$ cat src/rtl/axis_pkt_gen_pkg.sv
// Shared types and default sizing for the AXI-Stream packet generator.
package axis_pkt_gen_pkg;

  localparam int DEF_DATA_W = 8;
  localparam int DEF_DEPTH  = 16;

  typedef enum logic [1:0] {
    IDLE   = 2'd0,
    ACTIVE = 2'd1,
    STALL  = 2'd2
  } state_t;

endpackage

$ cat src/rtl/axis_pkt_gen_if.sv
// AXI-Stream output bundle of the packet generator (tdata/tvalid/tlast/tready).
interface axis_pkt_gen_if
  import axis_pkt_gen_pkg::*;
#(
  parameter int DATA_W = DEF_DATA_W
);

  logic [DATA_W-1:0] tdata;
  logic              tvalid;
  logic              tlast;
  logic              tready;

  modport master (output tdata, output tvalid, output tlast, input tready);
  modport slave  (input tdata, input tvalid, input tlast, output tready);

endinterface

$ cat src/rtl/stream_fifo_mem.sv
// Circular FIFO storage with wrapping pointers and occupancy count; read data is
// presented combinationally from the read pointer.
module stream_fifo_mem
  import axis_pkt_gen_pkg::*;
#(
  parameter int DATA_W = DEF_DATA_W,
  parameter int DEPTH  = DEF_DEPTH,
  parameter int CNT_W  = $clog2(DEPTH) + 1
) (
  input  logic              clk,
  input  logic              rst,
  input  logic              wr_en,
  input  logic [DATA_W-1:0] din,
  input  logic              rd_en,
  output logic [DATA_W-1:0] dout,
  output logic [CNT_W-1:0]  count,
  output logic              empty,
  output logic              full,
  output logic              wr_ok
);

  localparam int AW = $clog2(DEPTH);

  logic [DATA_W-1:0] mem [DEPTH];
  logic [AW-1:0]     wptr;
  logic [AW-1:0]     rptr;
  logic              rd_ok;

  assign empty = (count == '0);
  assign full  = (count == CNT_W'(DEPTH));
  assign wr_ok = wr_en && !full;
  assign rd_ok = rd_en && !empty;
  assign dout  = mem[rptr];

  // storage is deliberately left out of reset; only pointers and count are cleared
  always_ff @(posedge clk) begin
    if (wr_ok) mem[wptr] <= din;
  end

  always_ff @(posedge clk) begin
    if (rst) begin
      wptr  <= '0;
      rptr  <= '0;
      count <= '0;
    end else begin
      if (wr_ok) wptr <= wptr + AW'(1);
      if (rd_ok) rptr <= rptr + AW'(1);
      unique case ({wr_ok, rd_ok})
        2'b10:   count <= count + CNT_W'(1);
        2'b01:   count <= count - CNT_W'(1);
        default: count <= count;
      endcase
    end
  end

endmodule

$ cat src/rtl/axis_pkt_gen.sv
// Buffers pushed words and emits them as AXI-Stream packets of pkt_len beats
// (pkt_len==0: drain mode). Define AXIS_PKT_GEN_STATS_EN to enable the pkt_cnt counter.
module axis_pkt_gen
  import axis_pkt_gen_pkg::*;
#(
  parameter  int DATA_W = DEF_DATA_W,
  parameter  int DEPTH  = DEF_DEPTH,
  localparam int CNT_W  = $clog2(DEPTH) + 1
) (
  input  logic                clk,
  input  logic                rst,
  input  logic [DATA_W-1:0]   din,
  input  logic                push,
  input  logic                op_en,
  input  logic [CNT_W-1:0]    pkt_len,
  axis_pkt_gen_if.master      axis,
  output logic [CNT_W-1:0]    buff_count,
  output logic                empty,
  output logic                full,
  output logic                overflow,
  output logic [15:0]         pkt_cnt
);

  state_t            state_q, state_d;
  logic              load;
  logic              start;
  logic              wr_ok;
  logic [DATA_W-1:0] fifo_dout;
  logic [CNT_W-1:0]  beat_cnt, len_q;
  logic [CNT_W-1:0]  beat_nxt, len_nxt;
  logic              last_nxt;
  logic [DATA_W-1:0] data_p1;
  logic              vld_p1;
  logic              last_p1;

  stream_fifo_mem #(
    .DATA_W (DATA_W),
    .DEPTH  (DEPTH),
    .CNT_W  (CNT_W)
  ) u_fifo (
    .clk   (clk),
    .rst   (rst),
    .wr_en (push),
    .din   (din),
    .rd_en (load),
    .dout  (fifo_dout),
    .count (buff_count),
    .empty (empty),
    .full  (full),
    .wr_ok (wr_ok)
  );

  always_comb begin
    state_d = state_q;
    load    = 1'b0;
    start   = 1'b0;
    unique case (state_q)
      IDLE: begin
        if (op_en && !empty) begin
          load    = 1'b1;
          start   = 1'b1;
          state_d = ACTIVE;
        end
      end
      ACTIVE: begin
        if (axis.tready) begin
          if (last_p1) begin
            if (op_en && !empty) begin
              load  = 1'b1;
              start = 1'b1;
            end else begin
              state_d = IDLE;
            end
          end else if (!empty) begin
            load = 1'b1;
          end else begin
            state_d = STALL;
          end
        end
      end
      STALL: begin
        if (!empty) begin
          load    = 1'b1;
          state_d = ACTIVE;
        end
      end
      default: state_d = IDLE;
    endcase

    beat_nxt = start ? CNT_W'(1) : beat_cnt + CNT_W'(1);
    len_nxt  = start ? pkt_len : len_q;
    // drain mode closes the packet when the beat being loaded empties the FIFO
    if (len_nxt != '0) last_nxt = (beat_nxt == len_nxt);
    else               last_nxt = (buff_count == CNT_W'(1)) && !wr_ok;
  end

  // stage p1: output register
  always_ff @(posedge clk) begin
    if (rst) begin
      state_q  <= IDLE;
      vld_p1   <= 1'b0;
      last_p1  <= 1'b0;
      data_p1  <= '0;
      beat_cnt <= '0;
      len_q    <= '0;
    end else begin
      state_q <= state_d;
      vld_p1  <= (state_d == ACTIVE);
      if (load) begin
        data_p1  <= fifo_dout;
        last_p1  <= last_nxt;
        beat_cnt <= beat_nxt;
        len_q    <= len_nxt;
      end
    end
  end

  assign axis.tdata  = data_p1;
  assign axis.tvalid = vld_p1;
  assign axis.tlast  = last_p1;

  always_ff @(posedge clk) begin
    if (rst)               overflow <= 1'b0;
    else if (push && full) overflow <= 1'b1;
  end

`ifdef AXIS_PKT_GEN_STATS_EN
  always_ff @(posedge clk) begin
    if (rst)                                  pkt_cnt <= '0;
    else if (vld_p1 && axis.tready && last_p1) pkt_cnt <= pkt_cnt + 16'd1;
  end
`else
  assign pkt_cnt = '0;
`endif

endmodule

$ cat src/flat_wrapper.sv
// flat-port wrapper written by rule: the top's interface ports become plain ports
module axis_pkt_gen_flat import axis_pkt_gen_pkg::*;
#(
  parameter  int DATA_W = DEF_DATA_W,
  parameter  int DEPTH  = DEF_DEPTH,
  localparam int CNT_W  = $clog2(DEPTH) + 1
)
  (clk, rst, din, push, op_en, pkt_len, buff_count, empty, full, overflow, pkt_cnt, axis_tdata, axis_tvalid, axis_tlast, axis_tready);
  axis_pkt_gen_if #(.DATA_W(DATA_W)) axis_i ();
  input  logic clk;
  input  logic rst;
  input  logic [DATA_W-1:0] din;
  input  logic push;
  input  logic op_en;
  input  logic [CNT_W-1:0] pkt_len;
  output logic [CNT_W-1:0] buff_count;
  output logic empty;
  output logic full;
  output logic overflow;
  output logic [15:0] pkt_cnt;
  output wire logic [$bits(axis_i.tdata)-1:0] axis_tdata;
  output wire logic [$bits(axis_i.tvalid)-1:0] axis_tvalid;
  output wire logic [$bits(axis_i.tlast)-1:0] axis_tlast;
  input wire logic [$bits(axis_i.tready)-1:0] axis_tready;
  assign axis_tdata = axis_i.tdata;
  assign axis_tvalid = axis_i.tvalid;
  assign axis_tlast = axis_i.tlast;
  assign axis_i.tready = axis_tready;
  axis_pkt_gen #(.DATA_W(DATA_W), .DEPTH(DEPTH)) u_core (.clk(clk), .rst(rst), .din(din), .push(push), .op_en(op_en), .pkt_len(pkt_len), .axis(axis_i), .buff_count(buff_count), .empty(empty), .full(full), .overflow(overflow), .pkt_cnt(pkt_cnt));
endmodule
$ cat config.mk
export PLATFORM = sky130hd
export DESIGN_NAME = axis_pkt_gen_flat
export DESIGN_NICKNAME = d
export VERILOG_FILES = /design/src/rtl/axis_pkt_gen_pkg.sv /design/src/rtl/axis_pkt_gen_if.sv /design/src/rtl/stream_fifo_mem.sv /design/src/rtl/axis_pkt_gen.sv /design/src/flat_wrapper.sv
export SDC_FILE = /design/constraint.sdc
export NUM_CORES = 1
export LEC_CHECK = 0
export BUFFER_PORTS_ARGS = -buffer_cell sky130_fd_sc_hd__buf_2
export CAP_MARGIN = 40
export CORE_UTILIZATION = 45
export DETAILED_ROUTE_END_ITERATION = 6
export HOLD_SLACK_MARGIN = 0.1
export SLEW_MARGIN = 20
export SYNTH_ARGS = -nofsm -noshare
export SYNTH_HDL_FRONTEND = slang
export SYNTH_SLANG_ARGS = --single-unit
$ cat constraint.sdc
create_clock -name clk -period 4.4 [get_ports clk]
set_input_delay 0.88 -clock clk [delete_from_list [all_inputs] [get_ports clk]]
set_output_delay 0.88 -clock clk [all_outputs]
set_load 0.01 [all_outputs]
==> summary.txt <==
hold crit path type -> reg -> reg
Core ar. -> 14700 sq um
final core utilization -> 52.6%
WL final -> 13.5 mm
share of cells above drive strength 1 -> 23.8%
Core Rows -> 44
Final ANT Viol Nets -> 0
Crit path required time -> 4.44 ns
status -> complete, but fails checks
critical-path cell list -> inv_1 > ha_1 > and4bb_2 > nor2b_1 > nand2_1 > nor2_1
via count -> 3758
Reg clk slew, reported paths -> 0.06 ns
drt wl/cell -> 19.7 microns
area fraction in compound gates after synthesis -> 5.82%
vias in the first global route -> 3759
max incr delay on CP -> 0.66 ns
CTS root buffer -> clkbuf_16
vias per cell -> 5.49
die area -> 15700 sq um
I/O pin count -> 52
Setup Slack @ Placement -> 1.30 ns
Max Slew Vio Count -> 0
initial core utilization -> 46.7%
htree depth -> 4
fin worst setup slack -> 1.49 ns
Pleak -> 2.63 nW
Clock Sinks -> 164
Port Buffers -> 35
drc violations -> 5
VDD IR-drop max -> 273 uV
Die X -> 125 microns
Layout area overhead -> 12.7%
critical path peak fanout -> 8
post-cts sizing count -> 0
Post-synth EDFFs -> 128
number of max-cap violations -> 0
CP Class -> reg -> reg
Reg power frac -> 43.4%
Die Y -> 125 microns
CP arrival -> 2.95 ns
Post-Synth XOR/XNOR Area -> 1.92%
Logic pwr share -> 23.7%
Fin. Hold Viols -> 0
measured slew at the worst slew-check pin -> 0.839 ns
Layout Nets -> 517
initial antenna violation count -> 0
Worst setup SP type -> register
sw power -> 1.26 mW
# Post-CTS Setup Buffers -> 0
endpoint class of the critical path -> register
Final HPWL DP -> 8.80 mm
clk_lat worst skew -> 0.42 ns
mux share of post-synthesis cell area -> 11.5%
post-synthesis sequential area ratio -> 66.5%
Worst slew margin -> 43.8%
setup TNS -> 0 ns
DRT Pass-1 Iters -> 6
Post-CTS Hold Fix Bufs -> 0
Final Cycle Share -> 66.2%
endpoints failing setup -> 0
largest net degree at the start of global routing -> 38
Post-Syn Area -> 6860 sq um
Adder-Cell Fraction of Synth Area -> 2.01%
ant diodes -> 0
Synth async-reset ratio -> 0%
worst clock skew -> 0.0157 ns
Hold WS -> 0.457 ns
post-synth top area share -> 56.0%
Syn. warnings -> 0
TritonCTS buffer count -> 17
worst-case clock buffer depth -> 2
Max Clock Freq -> 0.343 GHz
cell internal pwr -> 3.07 mW
RSZ-0062 raised after global routing -> no
Switching Share -> 29.1%
Synth Flop Type -> edfxtp_1
GRT Total Usage -> 18.5%
failing checks -> design-rule violations
Simple-Gate Fraction of Synth Area -> 8.12%
TritonCTS clock tree -> built
CP max-delay cell -> nor2_1
Power Dens Cells -> 560 nW/um^2
RD Place Congestion -> 0.774
Synth cell types -> 51
first-pass GRT wire length -> 21.4 mm
Synth area leader -> edfxtp_1
post-synthesis sequential element count -> 164
Mapped Cells -> 446
total gr overflow -> 0
Avg Cell Area, Syn -> 15.4 sq um
Synth area leaders -> edfxtp_1, dfxtp_1, mux4_2
DR iter-0 viols -> 327
largest family of logic cells by synthesized area -> multiplexers
Tmin final -> 2.91 ns
clock network fraction of total power -> 32.9%
registers in the layout, summed over array words and instances, names as in the netlist:
signal               cells
u_core.state_q           2
u_core.u_fifo.mem      128
u_core.u_fifo.wptr       4
u_core.beat_cnt          5
u_core.u_fifo.rptr       4
u_core.len_q             5
u_core.axis.tdata        8
u_core.axis.tvalid       1
u_core.axis.tlast        1
u_core.overflow          1
u_core.u_fifo.count      5
kinds of logic (layout without fill, tap and decap cells):
logic type               after synthesis  after routing
flip-flops                           164            164
AND/OR/NAND/NOR                      115            115
AO/OA/AOI/OAI                         54             54
buffers and inverters                 47             87
multiplexers                          39             39
XOR/XNOR                              15             15
adder cells (fa/ha/maj)               11             11
other                                  1             16
critical path: cells and delay by family, from the launching register on:
family	cells	cell delay [ns]
fa+ha+maj	1	0.23
simple gates	4	1.73
flops	1	0.47
buf+inv	1	0.11
power groups by stage:
stage	sequential, mW	combinational [mW]	clock (mW)
3_3_place_gp	1.91	1.01	0
2_1_floorplan	1.90	0.781	0
4_1_cts	1.88	1.03	1.45
3_5_place_dp	1.91	1.03	0
6_report	1.88	1.03	1.42
5_1_grt	1.90	1.12	1.50
per-layer routing:
layer,vias up,part of all wire (%),global-route usage [%]
met1,1876,46,25.6
li1,1741,-,-
met3,15,5.2,4.45
met4,0,1.4,6.81
met2,126,48,28.6
met5,-,0,0
cell usage after synthesis, drive strengths merged (6+ instances only):
cell	count
a22oi	18
xor2	6
edfxtp	128
inv	10
a21oi	16
buf	26
dfxtp	36
o21ai	7
mux4	32
mux2i	7
ha	11
nor3	8
xnor2	9
nor2b	7
clkbuf	11
nand3	6
nor2	42
nand2	34
final timing paths:
path / slack [ns] / cells past startpoint / from / to
max: 1.49 / 6 / u_core.u_fifo.count[0] / u_core.u_fifo.mem[11][5]
min: 0.46 / 2 / u_core.axis.tdata[3] / u_core.axis.tdata[3]
max reg2reg: 1.49 / 6 / u_core.u_fifo.count[0] / u_core.u_fifo.mem[11][5]
min reg2reg: 0.46 / 2 / u_core.axis.tdata[3] / u_core.axis.tdata[3]
cells in the final DEF, fill, tap and decap left out, drive strengths merged, types with 8 or more instances in the layout:
| cell type | n |
|---|---|
| inv | 11 |
| nor2 | 42 |
| ha | 11 |
| clkbuf | 20 |
| mux4 | 32 |
| a21oi | 16 |
| conb | 16 |
| a22oi | 18 |
| nor3 | 8 |
| edfxtp | 128 |
| buf | 45 |
| dfxtp | 36 |
| xnor2 | 9 |
| nand2 | 34 |
layout make-up:
type / instances / area, sq um
Clock buffer: 20 / 437
Fill cell: 1199 / 6970
Tap cell: 184 / 230
Clock inverter: 12 / 133
Timing Repair Buffer: 45 / 249
Multi-Input combinational cell: 250 / 2080
Sequential cell: 164 / 4570
Inverter: 10 / 42.5
metrics by stage:
stage / std cells / total power [mW] / cell area, sq um
6_report: 685 / 4.33 / 7730
4_1_cts: 682 / 4.36 / 7710
3_3_place_gp: 647 / 2.92 / 7120
2_1_floorplan: 461 / 2.68 / 6920
3_5_place_dp: 650 / 2.94 / 7140
5_1_grt: 685 / 4.52 / 7730
Note: power is estimated with default switching activity, not from simulation.
